[src/rtl/jt053246_pkg.sv]
// Shared types for the 053246 draw-command queue: command layout, dispatcher states, field widths.
package jt053246_pkg;

    localparam int CODE_W  = 16;
    localparam int ATTR_W  = 10;
    localparam int HPOS_W  = 9;
    localparam int YSUB_W  = 4;
    localparam int HZOOM_W = 12;
    localparam int SHD_W   = 2;
    localparam int CMD_W   = CODE_W + ATTR_W + 2 + HPOS_W + YSUB_W + HZOOM_W + 1 + SHD_W;

    typedef struct packed {
        logic [CODE_W-1:0]  code;
        logic [ATTR_W-1:0]  attr;
        logic               hflip;
        logic               vflip;
        logic [HPOS_W-1:0]  hpos;
        logic [YSUB_W-1:0]  ysub;
        logic [HZOOM_W-1:0] hzoom;
        logic               hz_keep;
        logic [SHD_W-1:0]   shd;
    } drawcmd_t;

    typedef enum logic [1:0] {
        IDLE  = 2'd0,
        START = 2'd1,
        ACK   = 2'd2,
        DONE  = 2'd3
    } dq_state_t;

endpackage

[src/rtl/jt053246_drawq_if.sv]
// Scanner-push and drawer-dispatch signals of the draw queue; slave is the queue side.
interface jt053246_drawq_if;
    import jt053246_pkg::*;

    logic               in_start;
    logic [CODE_W-1:0]  in_code;
    logic [ATTR_W-1:0]  in_attr;
    logic               in_hflip;
    logic               in_vflip;
    logic [HPOS_W-1:0]  in_hpos;
    logic [YSUB_W-1:0]  in_ysub;
    logic [HZOOM_W-1:0] in_hzoom;
    logic               in_hz_keep;
    logic [SHD_W-1:0]   in_shd;
    logic               in_busy;

    logic               dr_start;
    logic               dr_busy;
    logic [CODE_W-1:0]  code;
    logic [ATTR_W-1:0]  attr;
    logic               hflip;
    logic               vflip;
    logic [HPOS_W-1:0]  hpos;
    logic [YSUB_W-1:0]  ysub;
    logic [HZOOM_W-1:0] hzoom;
    logic               hz_keep;
    logic [SHD_W-1:0]   shd;

    modport master (
        output in_start, in_code, in_attr, in_hflip, in_vflip, in_hpos,
               in_ysub, in_hzoom, in_hz_keep, in_shd, dr_busy,
        input  in_busy, dr_start, code, attr, hflip, vflip, hpos, ysub,
               hzoom, hz_keep, shd
    );

    modport slave (
        input  in_start, in_code, in_attr, in_hflip, in_vflip, in_hpos,
               in_ysub, in_hzoom, in_hz_keep, in_shd, dr_busy,
        output in_busy, dr_start, code, attr, hflip, vflip, hpos, ysub,
               hzoom, hz_keep, shd
    );

endinterface

[src/rtl/jt053246_drawq_fifo.sv]
// Register-array command FIFO with flush; pop loads dout one clock later (registered read).
// No internal backpressure: caller must not push when full or pop when empty.
module jt053246_drawq_fifo
    import jt053246_pkg::*;
#(
    parameter int AW = 3
)(
    input  logic     rst,
    input  logic     clk,
    input  logic     push,
    input  drawcmd_t din,
    input  logic     pop,
    input  logic     flush,
    output logic [AW:0] level,
    output drawcmd_t dout
);
    localparam int DEPTH = 1 << AW;

    drawcmd_t        mem_q [DEPTH];
    drawcmd_t        mem_d [DEPTH];
    logic [AW-1:0]   wptr_q, wptr_d;
    logic [AW-1:0]   rptr_q, rptr_d;
    logic [AW:0]     level_q, level_d;
    drawcmd_t        dout_q, dout_d;

    always_comb begin
        mem_d   = mem_q;
        wptr_d  = wptr_q;
        rptr_d  = rptr_q;
        level_d = level_q;
        dout_d  = dout_q;
        if (pop) begin
            dout_d = mem_q[rptr_q];
        end
        // Flush drops queued entries only; dout keeps the command already handed out.
        if (flush) begin
            wptr_d  = '0;
            rptr_d  = '0;
            level_d = '0;
        end else begin
            if (push) begin
                mem_d[wptr_q] = din;
                wptr_d        = wptr_q + AW'(1);
            end
            if (pop) begin
                rptr_d = rptr_q + AW'(1);
            end
            level_d = level_q + (AW+1)'(push) - (AW+1)'(pop);
        end
    end

    always_ff @(posedge clk or posedge rst) begin
        if (rst) begin
            for (int i = 0; i < DEPTH; i++) begin
                mem_q[i] <= '0;
            end
            wptr_q  <= '0;
            rptr_q  <= '0;
            level_q <= '0;
            dout_q  <= '0;
        end else begin
            mem_q   <= mem_d;
            wptr_q  <= wptr_d;
            rptr_q  <= rptr_d;
            level_q <= level_d;
            dout_q  <= dout_d;
        end
    end

    assign level = level_q;
    assign dout  = dout_q;

endmodule

[src/rtl/jt053246_drawq.sv]
// Draw-command queue between object scanner and line drawer; dispatch starts one cen cycle after a pop.
// in_busy (queue full) throttles the scanner; dr_busy holds off dispatch; hs flushes, vs clears loss counters.
module jt053246_drawq
    import jt053246_pkg::*;
#(
    parameter int AW     = 3,
    parameter int ACK_TO = 4
)(
    input  logic        rst,
    input  logic        clk,
    input  logic        cen,
    input  logic        hs,
    input  logic        vs,
    jt053246_drawq_if.slave bus,
    output logic [AW:0] level,
    output logic [7:0]  drops,
    output logic        lost
);
    localparam int DEPTH = 1 << AW;
    localparam int TW    = $clog2(ACK_TO + 1);

    dq_state_t     state_q, state_d;
    logic          dr_start_q, dr_start_d;
    logic [TW-1:0] tmo_q, tmo_d;
    logic          hs_l_q, hs_l_d;
    logic          vs_l_q, vs_l_d;
    logic [7:0]    drops_q, drops_d;
    logic          lost_q, lost_d;

    logic          flush, vs_clr, full, push, ovf, pop;
    logic [AW:0]   loss_n;
    logic [8:0]    drops_sum;
    drawcmd_t      in_cmd, out_cmd;

    assign flush  = cen & hs & ~hs_l_q;
    assign vs_clr = cen & vs & ~vs_l_q;
    assign full   = (level == (AW+1)'(DEPTH));
    assign push   = cen & bus.in_start & ~full & ~flush;
    assign ovf    = cen & bus.in_start &  full & ~flush;

    assign in_cmd = {bus.in_code, bus.in_attr, bus.in_hflip, bus.in_vflip, bus.in_hpos,
                     bus.in_ysub, bus.in_hzoom, bus.in_hz_keep, bus.in_shd};

    jt053246_drawq_fifo #(.AW(AW)) u_fifo (
        .rst   (rst),
        .clk   (clk),
        .push  (push),
        .din   (in_cmd),
        .pop   (pop),
        .flush (flush),
        .level (level),
        .dout  (out_cmd)
    );

    always_comb begin
        state_d    = state_q;
        dr_start_d = dr_start_q;
        tmo_d      = tmo_q;
        pop        = 1'b0;
        if (cen) begin
            case (state_q)
                IDLE: if (level != '0 && !bus.dr_busy && !flush) begin
                    pop        = 1'b1;
                    dr_start_d = 1'b1;
                    state_d    = START;
                end
                START: begin
                    dr_start_d = 1'b0;
                    tmo_d      = '0;
                    state_d    = ACK;
                end
                // A drawer that never raises busy has rejected or finished instantly.
                ACK: if (bus.dr_busy) begin
                    state_d = DONE;
                end else if (tmo_q == TW'(ACK_TO - 1)) begin
                    state_d = IDLE;
                end else begin
                    tmo_d = tmo_q + TW'(1);
                end
                DONE: if (!bus.dr_busy) begin
                    state_d = IDLE;
                end
                default: state_d = IDLE;
            endcase
        end
    end

    always_comb begin
        hs_l_d  = cen ? hs : hs_l_q;
        vs_l_d  = cen ? vs : vs_l_q;
        drops_d = drops_q;
        lost_d  = lost_q;
        if (flush) begin
            loss_n = level;
        end else if (ovf) begin
            loss_n = (AW+1)'(1);
        end else begin
            loss_n = '0;
        end
        drops_sum = {1'b0, drops_q} + 9'(loss_n);
        if (vs_clr) begin
            drops_d = '0;
            lost_d  = 1'b0;
        end else if (loss_n != '0) begin
            drops_d = drops_sum[8] ? 8'hff : drops_sum[7:0];
            lost_d  = 1'b1;
        end
    end

    always_ff @(posedge clk or posedge rst) begin
        if (rst) begin
            state_q    <= IDLE;
            dr_start_q <= 1'b0;
            tmo_q      <= '0;
        end else begin
            state_q    <= state_d;
            dr_start_q <= dr_start_d;
            tmo_q      <= tmo_d;
        end
    end

    always_ff @(posedge clk or posedge rst) begin
        if (rst) begin
            hs_l_q  <= 1'b0;
            vs_l_q  <= 1'b0;
            drops_q <= '0;
            lost_q  <= 1'b0;
        end else begin
            hs_l_q  <= hs_l_d;
            vs_l_q  <= vs_l_d;
            drops_q <= drops_d;
            lost_q  <= lost_d;
        end
    end

    assign bus.in_busy  = full;
    assign bus.dr_start = dr_start_q;
    assign bus.code     = out_cmd.code;
    assign bus.attr     = out_cmd.attr;
    assign bus.hflip    = out_cmd.hflip;
    assign bus.vflip    = out_cmd.vflip;
    assign bus.hpos     = out_cmd.hpos;
    assign bus.ysub     = out_cmd.ysub;
    assign bus.hzoom    = out_cmd.hzoom;
    assign bus.hz_keep  = out_cmd.hz_keep;
    assign bus.shd      = out_cmd.shd;
    assign drops        = drops_q;
    assign lost         = lost_q;

endmodule

[src/flat_wrapper.sv]
// flat-port wrapper written by rule: the top's interface ports become plain ports
module jt053246_drawq_flat import jt053246_pkg::*;
#(
    parameter int AW     = 3,
    parameter int ACK_TO = 4
)
  (rst, clk, cen, hs, vs, level, drops, lost, bus_in_start, bus_in_code, bus_in_attr, bus_in_hflip, bus_in_vflip, bus_in_hpos, bus_in_ysub, bus_in_hzoom, bus_in_hz_keep, bus_in_shd, bus_dr_busy, bus_in_busy, bus_dr_start, bus_code, bus_attr, bus_hflip, bus_vflip, bus_hpos, bus_ysub, bus_hzoom, bus_hz_keep, bus_shd);
  jt053246_drawq_if bus_i ();
  input  logic rst;
  input  logic clk;
  input  logic cen;
  input  logic hs;
  input  logic vs;
  output logic [AW:0] level;
  output logic [7:0] drops;
  output logic lost;
  input wire logic [$bits(bus_i.in_start)-1:0] bus_in_start;
  input wire logic [$bits(bus_i.in_code)-1:0] bus_in_code;
  input wire logic [$bits(bus_i.in_attr)-1:0] bus_in_attr;
  input wire logic [$bits(bus_i.in_hflip)-1:0] bus_in_hflip;
  input wire logic [$bits(bus_i.in_vflip)-1:0] bus_in_vflip;
  input wire logic [$bits(bus_i.in_hpos)-1:0] bus_in_hpos;
  input wire logic [$bits(bus_i.in_ysub)-1:0] bus_in_ysub;
  input wire logic [$bits(bus_i.in_hzoom)-1:0] bus_in_hzoom;
  input wire logic [$bits(bus_i.in_hz_keep)-1:0] bus_in_hz_keep;
  input wire logic [$bits(bus_i.in_shd)-1:0] bus_in_shd;
  input wire logic [$bits(bus_i.dr_busy)-1:0] bus_dr_busy;
  output wire logic [$bits(bus_i.in_busy)-1:0] bus_in_busy;
  output wire logic [$bits(bus_i.dr_start)-1:0] bus_dr_start;
  output wire logic [$bits(bus_i.code)-1:0] bus_code;
  output wire logic [$bits(bus_i.attr)-1:0] bus_attr;
  output wire logic [$bits(bus_i.hflip)-1:0] bus_hflip;
  output wire logic [$bits(bus_i.vflip)-1:0] bus_vflip;
  output wire logic [$bits(bus_i.hpos)-1:0] bus_hpos;
  output wire logic [$bits(bus_i.ysub)-1:0] bus_ysub;
  output wire logic [$bits(bus_i.hzoom)-1:0] bus_hzoom;
  output wire logic [$bits(bus_i.hz_keep)-1:0] bus_hz_keep;
  output wire logic [$bits(bus_i.shd)-1:0] bus_shd;
  assign bus_i.in_start = bus_in_start;
  assign bus_i.in_code = bus_in_code;
  assign bus_i.in_attr = bus_in_attr;
  assign bus_i.in_hflip = bus_in_hflip;
  assign bus_i.in_vflip = bus_in_vflip;
  assign bus_i.in_hpos = bus_in_hpos;
  assign bus_i.in_ysub = bus_in_ysub;
  assign bus_i.in_hzoom = bus_in_hzoom;
  assign bus_i.in_hz_keep = bus_in_hz_keep;
  assign bus_i.in_shd = bus_in_shd;
  assign bus_i.dr_busy = bus_dr_busy;
  assign bus_in_busy = bus_i.in_busy;
  assign bus_dr_start = bus_i.dr_start;
  assign bus_code = bus_i.code;
  assign bus_attr = bus_i.attr;
  assign bus_hflip = bus_i.hflip;
  assign bus_vflip = bus_i.vflip;
  assign bus_hpos = bus_i.hpos;
  assign bus_ysub = bus_i.ysub;
  assign bus_hzoom = bus_i.hzoom;
  assign bus_hz_keep = bus_i.hz_keep;
  assign bus_shd = bus_i.shd;
  jt053246_drawq #(.AW(AW), .ACK_TO(ACK_TO)) u_core (.rst(rst), .clk(clk), .cen(cen), .hs(hs), .vs(vs), .bus(bus_i), .level(level), .drops(drops), .lost(lost));
endmodule
[config.mk]
export PLATFORM = sky130hd
export DESIGN_NAME = jt053246_drawq_flat
export DESIGN_NICKNAME = d
export VERILOG_FILES = /design/src/rtl/jt053246_pkg.sv /design/src/rtl/jt053246_drawq_if.sv /design/src/rtl/jt053246_drawq_fifo.sv /design/src/rtl/jt053246_drawq.sv /design/src/flat_wrapper.sv
export SDC_FILE = /design/constraint.sdc
export NUM_CORES = 1
export LEC_CHECK = 0
export ABC_AREA = 1
export BUFFER_PORTS_ARGS = -buffer_cell sky130_fd_sc_hd__buf_2
export CORE_MARGIN = 2
export CORE_UTILIZATION = 35
export DETAILED_ROUTE_END_ITERATION = 10
export MAX_ROUTING_LAYER = met4
export PLACE_DENSITY_LB_ADDON = 0.25
export SLEW_MARGIN = 20
export SYNTH_ARGS = -nofsm -noshare
export SYNTH_HDL_FRONTEND = slang
export SYNTH_SLANG_ARGS = --single-unit
[constraint.sdc]
create_clock -name clk -period 16.6 [get_ports clk]
set_input_delay 2.49 -clock clk [delete_from_list [all_inputs] [get_ports clk]]
set_output_delay 2.49 -clock clk [all_outputs]
set_load 0.01 [all_outputs]
**After elaboration in Yosys (flattened, before gate mapping)**

Cells that the tools add are included.

- Flip-flop bits (word level): 531
- Input bits: 63

- Add/sub/neg operators: 6
- Magnitude comparators: 3
- Equality and inequality tests: 10
- Muxes and demuxes: 31
- Bitwise operators: 15
- Reduce and logical (&&, ||, !) cells: 17

Operators by type and width:

| cell | number |
|---|---|
| bitwise mux 448 bit | 1 |
| binary-select mux 56 bit (select 3 bit) | 1 |
| demux 56 bit (select 3 bit) | 1 |
| 2-to-1 mux 56 bit | 3 |
| 2-to-1 mux 8 bit | 3 |
| 2-to-1 mux 3 bit | 6 |
| nonzero test 2 bit | 5 |
| adder 3 x 1 -> 3 bit (second input constant) | 3 |
| adder 8 x 4 -> 9 bit | 1 |
| bitwise AND 1 bit | 9 |
| >= comparator 4 bit (second input constant) | 2 |
| 2-to-1 mux 2 bit | 4 |
| 2-to-1 mux 4 bit | 2 |
| inverter 3 -> 4 bit | 2 |
| one-hot mux 2 bit (4 select lines) | 1 |
| AND reduction 4 bit | 2 |
| nonzero test 4 bit | 2 |
| 2-to-1 mux 1 bit | 7 |
| != test 2 bit (second input constant) | 3 |
| one-hot mux 3 bit (2 select lines) | 1 |
| adder 4 x 1 -> 4 bit | 1 |
| equality test 2 bit (second input constant) | 2 |
| equality test 4 bit (second input constant) | 1 |
| less-than comparator 4 x 1 -> 1 bit (second input constant) | 1 |
| other kinds (12) | 18 |

**Longest topological paths before layout**

- Depth after elaboration: 10
- Mapped depth: 16

**Modules after synthesis**

Synthesis repeated with hierarchy kept, for this count alone.

- Cell total of the unflattened synthesis: 3283
- Area, all modules: 25246.7 µm²

By module, submodules not included:

| module | instances | cells each | area an instance (µm²) | seq. area each (µm²) |
|---|---|---|---|---|
| jt053246_drawq_fifo | 1 | 3105 | 24009.3 | 12862.3 |
| jt053246_drawq | 1 | 178 | 1237.4 | 425.4 |

**Least setup slack after synthesis**

Ideal clock, no wire load.

- Path type: input -> register
- Start: input cen
- End: register u_core.drops_q[2] (netlist: u_core.drops[2])
- Setup time: 0.117 ns
- Arrival time: 4.265 ns
- Required time: 16.483 ns
- Setup slack: 12.218 ns
- Stages on the path: 14
- Path buffers: 2
- Cell sequence: buf_6 nand3_2 buf_2 nand2_1 nand2_1 inv_1 ha_1 fa_1 nand2_1 nand2_1 nand3b_1 o21ai_0 nand2_1 nand2_1

- Cells in the longest elaborated chain, start to end: 10
- Elaborated cells on any way between the ends: 16
- Classes of those cells: add/sub: 1; mux: 5; bitwise: 8; reduce/logical: 2

RTL lines:

| item | line | source |
|---|---|---|
| start, declared | flat_wrapper.sv:11 | `input logic cen;` |
| bitwise AND 1 bit (2 in a row) | jt053246_drawq.sv:35 | `assign flush = cen & hs & ~hs_l_q;` |
| inverter 1 bit (no line) | n/a |  |
| bitwise AND 1 bit | jt053246_drawq.sv:39 | `assign ovf = cen & bus.in_start & full & ~flush;` |
| 2-to-1 mux 1 bit | jt053246_drawq.sv:95 | `end else if (ovf) begin` |
| 2-to-1 mux 4 bit | jt053246_drawq.sv:93 | `if (flush) begin` |
| adder 8 x 4 -> 9 bit | jt053246_drawq.sv:100 | `drops_sum = {1'b0, drops_q} + 9'(loss_n);` |
| 2-to-1 mux 8 bit | jt053246_drawq.sv:105 | `drops_d = drops_sum[8] ? 8'hff : drops_sum[7:0];` |
| 2-to-1 mux 8 bit | jt053246_drawq.sv:104 | `end else if (loss_n != '0) begin` |
| 2-to-1 mux 8 bit | jt053246_drawq.sv:101 | `if (vs_clr) begin` |
| end signal, assigned | jt053246_drawq.sv:131 | `drops_q <= drops_d;` |
| end, declared | jt053246_drawq.sv:27 | `logic [7:0] drops_q, drops_d;` |

Several ways; a longest one is shown, not always the timed one. The select of a mux whose other input is x is not followed.
A chain may end at the register's enable or synchronous reset.

**Worst setup path in the final report**

- Start: input cen
- End: register u_core.u_fifo.mem_q[256] (netlist name)

- Cells in the longest elaborated chain, start to end: 5
- Elaborated cells on any way between the ends: 7
- Classes of those cells: bitwise: 6; reduce/logical: 1

RTL lines:

| item | line | source |
|---|---|---|
| bitwise AND 1 bit (2 in a row) | jt053246_drawq.sv:35 |  |
| inverter 1 bit (no line) | n/a |  |
| bitwise AND 1 bit | jt053246_drawq.sv:38 | `assign push = cen & bus.in_start & ~full & ~flush;` |
| AND reduction 2 bit (no line) (*) | n/a |  |
| end signal, assigned | jt053246_drawq_fifo.sv:62 | `mem_q <= mem_d;` |
| end, declared | jt053246_drawq_fifo.sv:19 | `drawcmd_t mem_q [DEPTH];` |

Every way passes the cells marked *; elsewhere a longest branch is shown, timed or not.

==> results.toml <==
[setup_path]
path_max_fanout = 60
cp_data_arrival_time_ps = 5110
critPathLaunchType = "input pin"
cpPeakStageDelay_ps = 770
crit_chain = "buf_2, nand3_2, inv_2, nor2_8, nand4_4, buf_4, nand2_1, o21ai_1"
critPathKind = "in -> reg"
crit_required_ps = 17050
cp_slowest_cell = "nand4_4"
end_kind = "flop"

[route]
firstDrtPassIters = 6
dr_total_vias = 19100
drt-initial-drc-count = 1396
routed_via_density = 5.13
drc = 0
wl_mm = 64.1
wl_per_cell_um = 17.2
final_antenna_net_count = 0

[sta]
finalHoldViolCount = 0
finalSetupViolations = 0
finClkSkew_ps = 15.4
drv_slew = 0
worst_pin_slew_ps = 1110
rsz0062_at_grt = "false"
fin_setup_tns_ps = 0
fin_crit_ps = 4660
whs_ps = 480
fmax_ghz = 0.215
post-route-period-util_pct = 28.1
slew_headroom_pct = 26.1
fin_ws_ps = 11940

[place]
post-dp-hpwl_mm = 34.7
dpl_worst_slack_ps = 11110
gp_congestion = 0.782
io_buffers = 133

[yosys]
yosysTopAreaCell = "dfrtp_1"
synth_flop_cell = "dfrtp_1"
yosys_register_bits = 531
synthTopCellsByArea = "dfrtp_1 (55%), nand2_1 (15%), nand3_1 (7.4%)"
synth-edff-count = 0
synth_cells = 2796
ys_seq_area_share_pct = 55.3
synth_cell_types = 37
yosysWarnings = 0
synth_nets = 2875
async_reset_ff_share_pct = 100
netlist_area_um2 = 24000
synth_top_area_share_pct = 55.3
syn_avg_cell_area_um2 = 8.59

[global_routing]
grt_max_degree = 195
grt.total_usage_pct = 18.7
grt_pass1_wl_mm = 103
grt_pass1_vias = 18500
antenna_found_initial = 3
overflow = 0

[clocking]
cts.repair.resized = 0
clk_latency_ps = 610
cts.sinks = 531
post_cts_buffers = 0
ctsHoldBuffers = 0
htree_levels = 2
path_clk_slew_ps = 60
clockBufferDepth = 3
cts_buffers = 58
cts_root_buf = "clkbuf_16"
tritoncts = "yes"

[die]
core_um2 = 68200
die_x_um = 266
rows = 96
io_pins = 134
start_util_pct = 35.2
die_y_um = 266
die-area_um2 = 70700

[flow_run]
drv_cap = 0

[power_and_ir_drop]
total_power_mw = 4.99
ir_drop_v = 0.0000886
power.density_nw_per_um2 = 188
p_leak_nw = 12.4

[outcome]
status = "finished clean"

[hold_path]
hp-class = "reg -> reg"

[finish]
final_common_cell = "nand2_1"
drive_gt1_share_pct = 10.5
area_delta_synth_final_pct = 10.7
utilization_pct = 39.0
mostFrequentLayoutCells = "nand2_1 (966), dfrtp_1 (528), nand3_1 (356), o21ai_1 (313), buf_2 (133)"
nNetsFinal = 2892
[state kept, by name, summed over array words and instances (netlist names), 2 cells and up]
register              count
u_core.u_fifo.rptr_q      3
u_core.u_fifo.dout       56
u_core.u_fifo.level       4
u_core.drops              8
u_core.state_q            2
u_core.u_fifo.mem_q     448
u_core.u_fifo.wptr_q      3
u_core.tmo_q              3
[power breakdown]
part	total (mW)	internal [mW]	switching [mW]	leakage (nW)
clock network	1.25	0.737	0.512	0.913
logic	1.53	0.584	0.950	4.69
registers	2.21	1.85	0.360	6.84
[per-stage QoR]
| step | cell area [µm²] | instances |
|---|---|---|
| after floorplan | 24000 | 2796 |
| after global routing | 26600 | 3732 |
| after CTS | 26500 | 3729 |
| final | 26600 | 3732 |
| after detailed placement | 24700 | 3633 |
| after global placement | 24700 | 3633 |
[worst max-delay path: cells and delay by family]
| family | cells | cell delay (ps) |
|---|---|---|
| AND/OR/NAND/NOR | 4 | 1480 |
| buffers and inverters | 3 | 990 |
| AO/OA/AOI/OAI | 1 | 90 |
[path summary, 6_finish.rpt]
kind | cells after the start | slack [ps] | endpoint | start
max reg2reg | 7 | 12870 | u_core.u_fifo.dout[8] | u_core.u_fifo.rptr_q[0]
min reg2reg | 2 | 480 | u_core.u_fifo.mem_q[210] | u_core.u_fifo.mem_q[210]
max | 8 | 11940 | u_core.u_fifo.mem_q[256] | cen
min | 2 | 480 | u_core.u_fifo.mem_q[210] | u_core.u_fifo.mem_q[210]
min in group asynchronous | 3 | 1910 | u_core.u_fifo.dout[38] | rst
max in group asynchronous | 7 | 12100 | u_core.u_fifo.mem_q[248] | rst
[Yosys cell counts, types with 14 or more instances]
| library cell | instances |
|---|---|
| o21ai_0 | 121 |
| buf_2 | 34 |
| a31oi_1 | 56 |
| nand2_1 | 966 |
| clkbuf_1 | 81 |
| nand3_1 | 356 |
| inv_1 | 95 |
| ha_1 | 14 |
| o21ai_1 | 313 |
| dfrtp_1 | 531 |
| nor2_1 | 72 |
| o21ai_2 | 30 |
| buf_6 | 64 |
[kinds of logic after synthesis]
logic type | after synthesis | synth area share [%]
simple gates | 1415 | 24.7
compound gates | 531 | 11.9
flops | 531 | 55.3
buf+inv | 301 | 7.10
fa+ha+maj | 16 | 0.896
xor+xnor | 1 | 0.0365
mux | 1 | 0.0417
[cell type report]
class	instances	area, µm²
Timing Repair Buffer	156	911
Inverter	102	398
Clock inverter	12	90.1
Sequential cell	531	13300
Tap cell	882	1100
Clock buffer	84	1750
Fill cell	6917	41600
Multi-Input combinational cell	1964	9040
Antenna cell	1	2.50
[layer usage]
layer | share of wire (%) | global-route usage (%)
met1 | 45 | 24.9
met2 | 48 | 30.6
met3 | 5.4 | 2.82
met4 | 1.4 | 3.75
met5 | 0 | -
Power figures use the tool's default switching activity.
